File: config.mk
export PLATFORM = sky130hd
export DESIGN_NAME = gate_unit_arbiter
export DESIGN_NICKNAME = d
export VERILOG_FILES = /design/src/rtl/gate_unit_arbiter.sv
export SDC_FILE = /design/constraint.sdc
export NUM_CORES = 1
export LEC_CHECK = 0
export CAP_MARGIN = 0
export CORE_MARGIN = 4
export CORE_UTILIZATION = 25
export CTS_CLUSTER_SIZE = 40
export DETAILED_ROUTE_END_ITERATION = 10
export PLACE_DENSITY = 0.6
export REMOVE_ABC_BUFFERS = 1
export SETUP_SLACK_MARGIN = 0.2
export SKIP_LAST_GASP = 1
export SYNTH_ARGS = -nofsm -noshare
export SYNTH_HDL_FRONTEND = slang
export SYNTH_SLANG_ARGS = --single-unit
File: constraint.sdc
create_clock -name clk -period 2.4 [get_ports clk]
set_clock_uncertainty 0.15 [all_clocks]
set_input_delay 0.72 -clock clk [delete_from_list [all_inputs] [get_ports clk]]
set_output_delay 0.72 -clock clk [all_outputs]
set_load 0.02 [all_outputs]
File: src/rtl/gate_unit_arbiter.sv
// gate_unit_arbiter: shares one combinational 4-op gate unit among NREQ requesters.
// Arbitrates, registers the winner's operands onto the unit, holds them for
// SETTLE clocks, then captures unit_y into result and pulses done.
// Optional build macro GATE_ARB_FIXED_PRIO_EN: fixed priority (lowest index
// wins) instead of the default round-robin.
module gate_unit_arbiter #(
    parameter int NREQ   = 4,
    parameter int WIDTH  = 4,
    parameter int SETTLE = 3,
    localparam int IDW   = $clog2(NREQ)
) (
    input  logic                  clk,
    input  logic                  rst_n,
    input  logic [NREQ-1:0]       req,
    input  logic [NREQ*WIDTH-1:0] req_a,
    input  logic [NREQ*WIDTH-1:0] req_b,
    input  logic [NREQ*2-1:0]     req_op,
    output logic [WIDTH-1:0]      unit_a,
    output logic [WIDTH-1:0]      unit_b,
    output logic [1:0]            unit_op,
    input  logic [WIDTH-1:0]      unit_y,
    output logic [NREQ-1:0]       gnt,
    output logic                  busy,
    output logic                  done,
    output logic [IDW-1:0]        done_id,
    output logic [WIDTH-1:0]      result
);

    localparam int CW = $clog2(SETTLE + 1);

    // state  | meaning
    // IDLE   | nothing in flight; pending requests are arbitrated every edge
    // SETTLE | operands held on the unit while the gate delay settles

    typedef enum logic {S_IDLE = 1'b0, S_SETTLE = 1'b1} state_t;

    state_t           state, state_nxt;
    logic [CW-1:0]    cnt, cnt_nxt;
    logic [IDW-1:0]   owner, owner_nxt;
    logic [NREQ-1:0]  gnt_nxt;
    logic             busy_nxt, done_nxt;
    logic [IDW-1:0]   done_id_nxt;
    logic [WIDTH-1:0] result_nxt, unit_a_nxt, unit_b_nxt;
    logic [1:0]       unit_op_nxt;

    logic             win_found;
    logic [IDW-1:0]   win_idx;
    logic [NREQ-1:0]  req_rot;
    logic [WIDTH-1:0] sel_a, sel_b;
    logic [1:0]       sel_op;

`ifndef GATE_ARB_FIXED_PRIO_EN
    logic [IDW-1:0]   ptr, ptr_nxt;
`endif

    // Winner search: rotate so bit 0 of req_rot is the requester after the last winner
    always_comb begin
        win_found = 1'b0;
        win_idx   = '0;
`ifdef GATE_ARB_FIXED_PRIO_EN
        req_rot   = req;
`else
        req_rot   = NREQ'({req, req} >> (int'(ptr) + 1));
`endif
        for (int k = NREQ - 1; k >= 0; k--) begin
            if (req_rot[k]) begin
                win_found = 1'b1;
`ifdef GATE_ARB_FIXED_PRIO_EN
                win_idx   = IDW'(k);
`else
                win_idx   = IDW'((int'(ptr) + 1 + k) % NREQ);
`endif
            end
        end
    end

    // Operand mux for the current winner
    always_comb begin
        sel_a  = '0;
        sel_b  = '0;
        sel_op = '0;
        for (int i = 0; i < NREQ; i++) begin
            if (win_idx == IDW'(i)) begin
                sel_a  = req_a[i*WIDTH +: WIDTH];
                sel_b  = req_b[i*WIDTH +: WIDTH];
                sel_op = req_op[i*2 +: 2];
            end
        end
    end

    // State register and all registered outputs
    always_ff @(posedge clk or negedge rst_n) begin
        if (!rst_n) begin
            state   <= S_IDLE;
            cnt     <= '0;
            owner   <= '0;
            gnt     <= '0;
            busy    <= 1'b0;
            done    <= 1'b0;
            done_id <= '0;
            result  <= '0;
            unit_a  <= '0;
            unit_b  <= '0;
            unit_op <= '0;
`ifndef GATE_ARB_FIXED_PRIO_EN
            ptr     <= IDW'(NREQ - 1);
`endif
        end else begin
            state   <= state_nxt;
            cnt     <= cnt_nxt;
            owner   <= owner_nxt;
            gnt     <= gnt_nxt;
            busy    <= busy_nxt;
            done    <= done_nxt;
            done_id <= done_id_nxt;
            result  <= result_nxt;
            unit_a  <= unit_a_nxt;
            unit_b  <= unit_b_nxt;
            unit_op <= unit_op_nxt;
`ifndef GATE_ARB_FIXED_PRIO_EN
            ptr     <= ptr_nxt;
`endif
        end
    end

    // Next-state: leave IDLE on any request, return when the settle count expires
    always_comb begin
        state_nxt = state;
        case (state)
            S_IDLE:   if (win_found) state_nxt = S_SETTLE;
            S_SETTLE: if (cnt == CW'(1)) state_nxt = S_IDLE;
            default:  state_nxt = S_IDLE;
        endcase
    end

    // Next values of the registered outputs and datapath
    always_comb begin
        cnt_nxt     = cnt;
        owner_nxt   = owner;
        gnt_nxt     = gnt;
        busy_nxt    = busy;
        done_nxt    = 1'b0;
        done_id_nxt = done_id;
        result_nxt  = result;
        unit_a_nxt  = unit_a;
        unit_b_nxt  = unit_b;
        unit_op_nxt = unit_op;
`ifndef GATE_ARB_FIXED_PRIO_EN
        ptr_nxt     = ptr;
`endif
        case (state)
            S_IDLE: begin
                if (win_found) begin
                    gnt_nxt     = NREQ'(1) << win_idx;
                    owner_nxt   = win_idx;
                    unit_a_nxt  = sel_a;
                    unit_b_nxt  = sel_b;
                    unit_op_nxt = sel_op;
                    busy_nxt    = 1'b1;
                    cnt_nxt     = CW'(SETTLE);
                end
            end
            S_SETTLE: begin
                if (cnt == CW'(1)) begin
                    result_nxt  = unit_y;
                    done_nxt    = 1'b1;
                    done_id_nxt = owner;
                    gnt_nxt     = '0;
                    busy_nxt    = 1'b0;
                    cnt_nxt     = '0;
`ifndef GATE_ARB_FIXED_PRIO_EN
                    ptr_nxt     = owner;
`endif
                end else begin
                    cnt_nxt = cnt - CW'(1);
                end
            end
            default: ;
        endcase
    end

endmodule

; Yosys cells after proc, flatten, opt, wreduce, memory -nomap -nowiden
; Index checks and enable logic that the tools add are counted.
[classes]
n_addsub = 5
n_eq_ne = 6
n_shift = 2
n_mux = 34
bitwise = 1
reduce_logical = 4
[op_table]
columns = op, n
row1 = $mux W4, 10
row2 = $mux W2, 10
row3 = $mux W1, 10
row4 = $pmux W4 S2, 1
row5 = $shr A8 B3 Y4, 1
row6 = $reduce_and A2 Y1, 3
row7 = $add A2 B2 Y2 const B, 2
row8 = $eq A2 B1 Y1 const B, 2
row9 = $eq A2 B2 Y1 const B, 2
row10 = $pmux W1 S2, 2
row11 = $pmux W2 S2, 1
row12 = $shl A1 B2 Y4 const A, 1
row13 = $add A2 B1 Y3 const B, 1
row14 = $add A2 B1 Y2 const B, 1
row15 = $logic_not A2 Y1, 1
row16 = $ne A2 B1 Y1 const B, 1
row17 = $ne A2 B2 Y1 const B, 1
row18 = $sub A2 B1 Y2 const B, 1
row19 = $not A1 Y1, 1
[totals]
regBits = 29
input_bits = 50
output_inout_bits = 22

; Logic depth before layout (Yosys ltp)
[logic_depth]
word_depth = 11
mapped_depth = 7
depth_no_buf = 5

; Worst setup path after synthesis
; Ideal clock, no wire load.
[synth_timing]
path_type = input to register
from = input port req[1]
to = register unit_a[0]
setup_ns = 0.133
arrival_ns = 1.704
slack_ns = 0.413
cell_stages = 6
cell_sequence = buf_2 > nor4_1 > or2_2 > or2_1 > buf_6 > o211ai_2
[synth_between]
elab_chain_cells = 10
elab_cells_between_ends = 18
[synth_lines]
columns = element, line_no
row1 = from (decl), 14  ; input logic [NREQ-1:0] req,
row2 = $shr A8 B3 Y4 (*), 63  ; req_rot = NREQ'({req, req} >> (int'(ptr) + 1));
row3 = $mux W2 (4 in a row), 66  ; if (req_rot[k]) begin
row4 = $logic_not A2 Y1, 83  ; if (win_idx == IDW'(i)) begin
row5 = $mux W4 (4 in a row), 83
row6 = to (signal assigned), 117  ; unit_a <= unit_a_nxt;
row7 = to (decl), 18  ; output logic [WIDTH-1:0] unit_a,
; Every way passes the cells marked *; elsewhere a longest branch is shown, timed or not.
; A chain may end at the register's enable or synchronous reset.

; Worst setup path in the final report
[layout_timing]
from = register unit_b[3]
to = output port unit_b[3]
[layout_rtl]
columns = element, line_no
row1 = from (decl), 19  ; output logic [WIDTH-1:0] unit_b,
row2 = from (signal assigned), 118  ; unit_b <= unit_b_nxt;
; No word-level cell between the ends.

==> out/results.ini <==
[sta]
period_share_pct=89.40
maxSlewViolCount=0
setup-violations-final=0
min_period_ns=2.145
fmax_mhz=466.1
whs_ns=0.3290
tightestPinTransition_ns=0.6163
rsz0062_at_grt=false
hold_viol=0
max_slew_margin_pct=58.83

[setup_path]
critPathTopFamily=buffers and inverters
cp.arrival_ns=1.28
cp.buffers_inverters=1
critPathMaxStageDelay_ns=0.62
crit_type=flop to primary output
critPathMaxFanout=3
cp.required_ns=1.53
critPathLaunchType=flop
endpoint_kind=primary output
cp.depth=1
reg2reg_depth=5
slowest_stage=clkdlybuf4s50_1
crit_chain=clkdlybuf4s50_1

[placement]
port_buffers=71
finalWeightedCongestion=0.8179
post-dp-hpwl_mm=3.411
place_inst=306
placed_cell_area_mm2=0.002441

[detailed_routing]
first_iter_violations=48
drt_wl_total_mm=4.623
wl_met3_um=334
dr_wl_met2_mm=2.049
post_drt_wl_per_cell_um=14.72
viasPerCell=4.717
ant_nets=0
post-route-drc-count=0
top_layer_used=met4
drt-pass1-iter-count=4
drt-met1-wl_mm=2.169
vias=1481

[global_routing]
grt_pass1_vias=1571
antenna_found_initial=0
grt_first_pass_wirelength_mm=7.445
grt_max_degree=30
grt_use_total_pct=12.45
grt.overflow.total=0

[clock_network]
h-tree-depth=2
worstSkewPairLatency_ns=0.28
clk_path_buf_depth=2
clk_pin_slew_worst_paths_ns=0.06
cts_tree=yes
cts-root-buf=clkbuf_8
cts.sinks=29
numCtsBuffers=5
cts_setup_buffers=0

[floorplanning]
initial_utilization_pct=26.31
num_io_pins=72
die_area_mm2=0.007679
die_x_um=87.63
coreArea_mm2=0.006026
die_y_um=87.63
core.rowCount=28

[power_and_ir_drop]
power_mw=2.822
power_leakage_nw=1.108
power_density_mw_per_mm2=1113
peakVddDrop_v=0.0004321

[yosys]
ys_ff_latch=29
yosysSeqAreaShare_pct=45.94
syn_area_mm2=0.001585
synthCells=155
yosysWarnings=0
yosysUniqueCellTypes=36
avgSynthCellArea_um2=10.23

[layout]
layout.cells.most_common=clkdlybuf4s50_1
finish.instance_area_mm2=0.002536
nets=289
layout_common_cells=66 x clkdlybuf4s50_1, 27 x dfrtp_1, 21 x nand2_1
num_antenna_cells=0
area_growth_pct=59.98
drive_gt1_share_pct=18.83
instances_no_fill=314
utilization_pct=42.09

[hold_path]
holdPathStages=1
hp-class=flop to flop

[job]
maxCapViolCount=0

[run_status]
outcome=completed

==> synth_stat cells <==
cell	count	share of area (%)
o21ai_0	3	0.95
nor2b_1	4	1.6
dfstp_2	2	3.3
nor2_1	6	1.4
o31ai_1	1	0.47
mux2_2	4	2.8
a21oi_2	1	0.55
buf_1	1	0.24
o22ai_1	1	0.39
o221ai_1	4	2.2
nor4_1	1	0.39
clkbuf_1	2	0.47
or2_2	4	1.6
or2_1	1	0.39
nor3_1	2	0.63
o221ai_2	1	0.95
dfrtp_1	27	43
a32oi_1	10	5.5
ha_1	1	0.79
nand2b_1	3	1.2
buf_6	4	2.8
buf_4	2	0.95
nand3_1	2	0.63
o21a_1	2	0.95
o211ai_2	7	5.5
a21o_1	4	1.9
a21oi_1	11	3.5
and3_1	2	0.79
a32o_1	1	0.63
a21boi_0	1	0.47
inv_1	7	1.7
nand3b_1	1	0.47
nand2_1	21	5.0
mux2i_1	8	5.1
buf_2	2	0.63
xor2_1	1	0.55
==> final timing paths <==
path / start / endpoint / slack [ns]
setup / recovery: unit_b[3] / unit_b[3] / 0.25
hold / removal: cnt[0] / cnt[0] / 0.33
setup reg to reg: ptr[0] / unit_a[2] / 0.53
hold reg to reg: cnt[0] / cnt[0] / 0.33
max in group asynchronous: rst_n / ptr[1] / 1.11
min in group asynchronous: rst_n / result[3] / 0.67
==> flip-flops by register name, summed over array words and instances, names as in the netlist <==
| register | cells |
|---|---|
| unit_b | 4 |
| gnt | 4 |
| done | 1 |
| ptr | 2 |
| unit_a | 4 |
| done_id | 2 |
| owner | 2 |
| result | 4 |
| busy | 1 |
| state | 1 |
| unit_op | 2 |
| cnt | 2 |
==> per-stage QoR <==
| stage | TNS [ns] | setup WS, ns |
|---|---|---|
| after global placement | -3.320 | -0.2995 |
| after floorplan | 0 | 0.2608 |
| after CTS | 0 | 0.2320 |
| final | 0 | 0.2545 |
| after detailed placement | -3.202 | -0.3138 |
| after global routing | 0 | 0.2087 |
==> cell type report <==
cell class                 count  area [um^2]
timing repair buffer          87        840.8
sequential                    29        728.2
clock buffer                   6        72.57
clock inverter                 2        10.01
multi-input combinational    108        764.5
tap                           75        93.84
fill                         627         3490
inverter                       7        26.28
==> per-layer routing <==
metal / global-route usage (%) / vias up
li1: - / 734
met1: 16.47 / 684
met2: 18.70 / 55
met3: 4.233 / 8
met4: 4.881 / 0
met5: 0 / -
==> power by group <==
part           total, mW  internal, mW  leakage [nW]  switching (mW)
logic               1.50         0.763         0.709           0.736
registers          0.926         0.734         0.354           0.192
clock network      0.397         0.201        0.0450           0.197
==> logic make-up after synthesis <==
kind of cell / count (synthesis) / share of synthesized area, %
simple gates: 47 / 14.05
flops: 29 / 45.94
xor+xnor: 1 / 0.5526
compound gates: 47 / 23.99
fa+ha+maj: 1 / 0.7891
buf+inv: 18 / 6.787
mux: 12 / 7.893
==> timing repair <==
action | 4_1_cts | 5_1_grt
hold buffers | 0 | 0
endpoints found under the hold margin | 0 | 0
endpoints found under the setup margin | 13 | 1
gates resized for setup | 7 | 1
(Power assumes the default switching activity.)
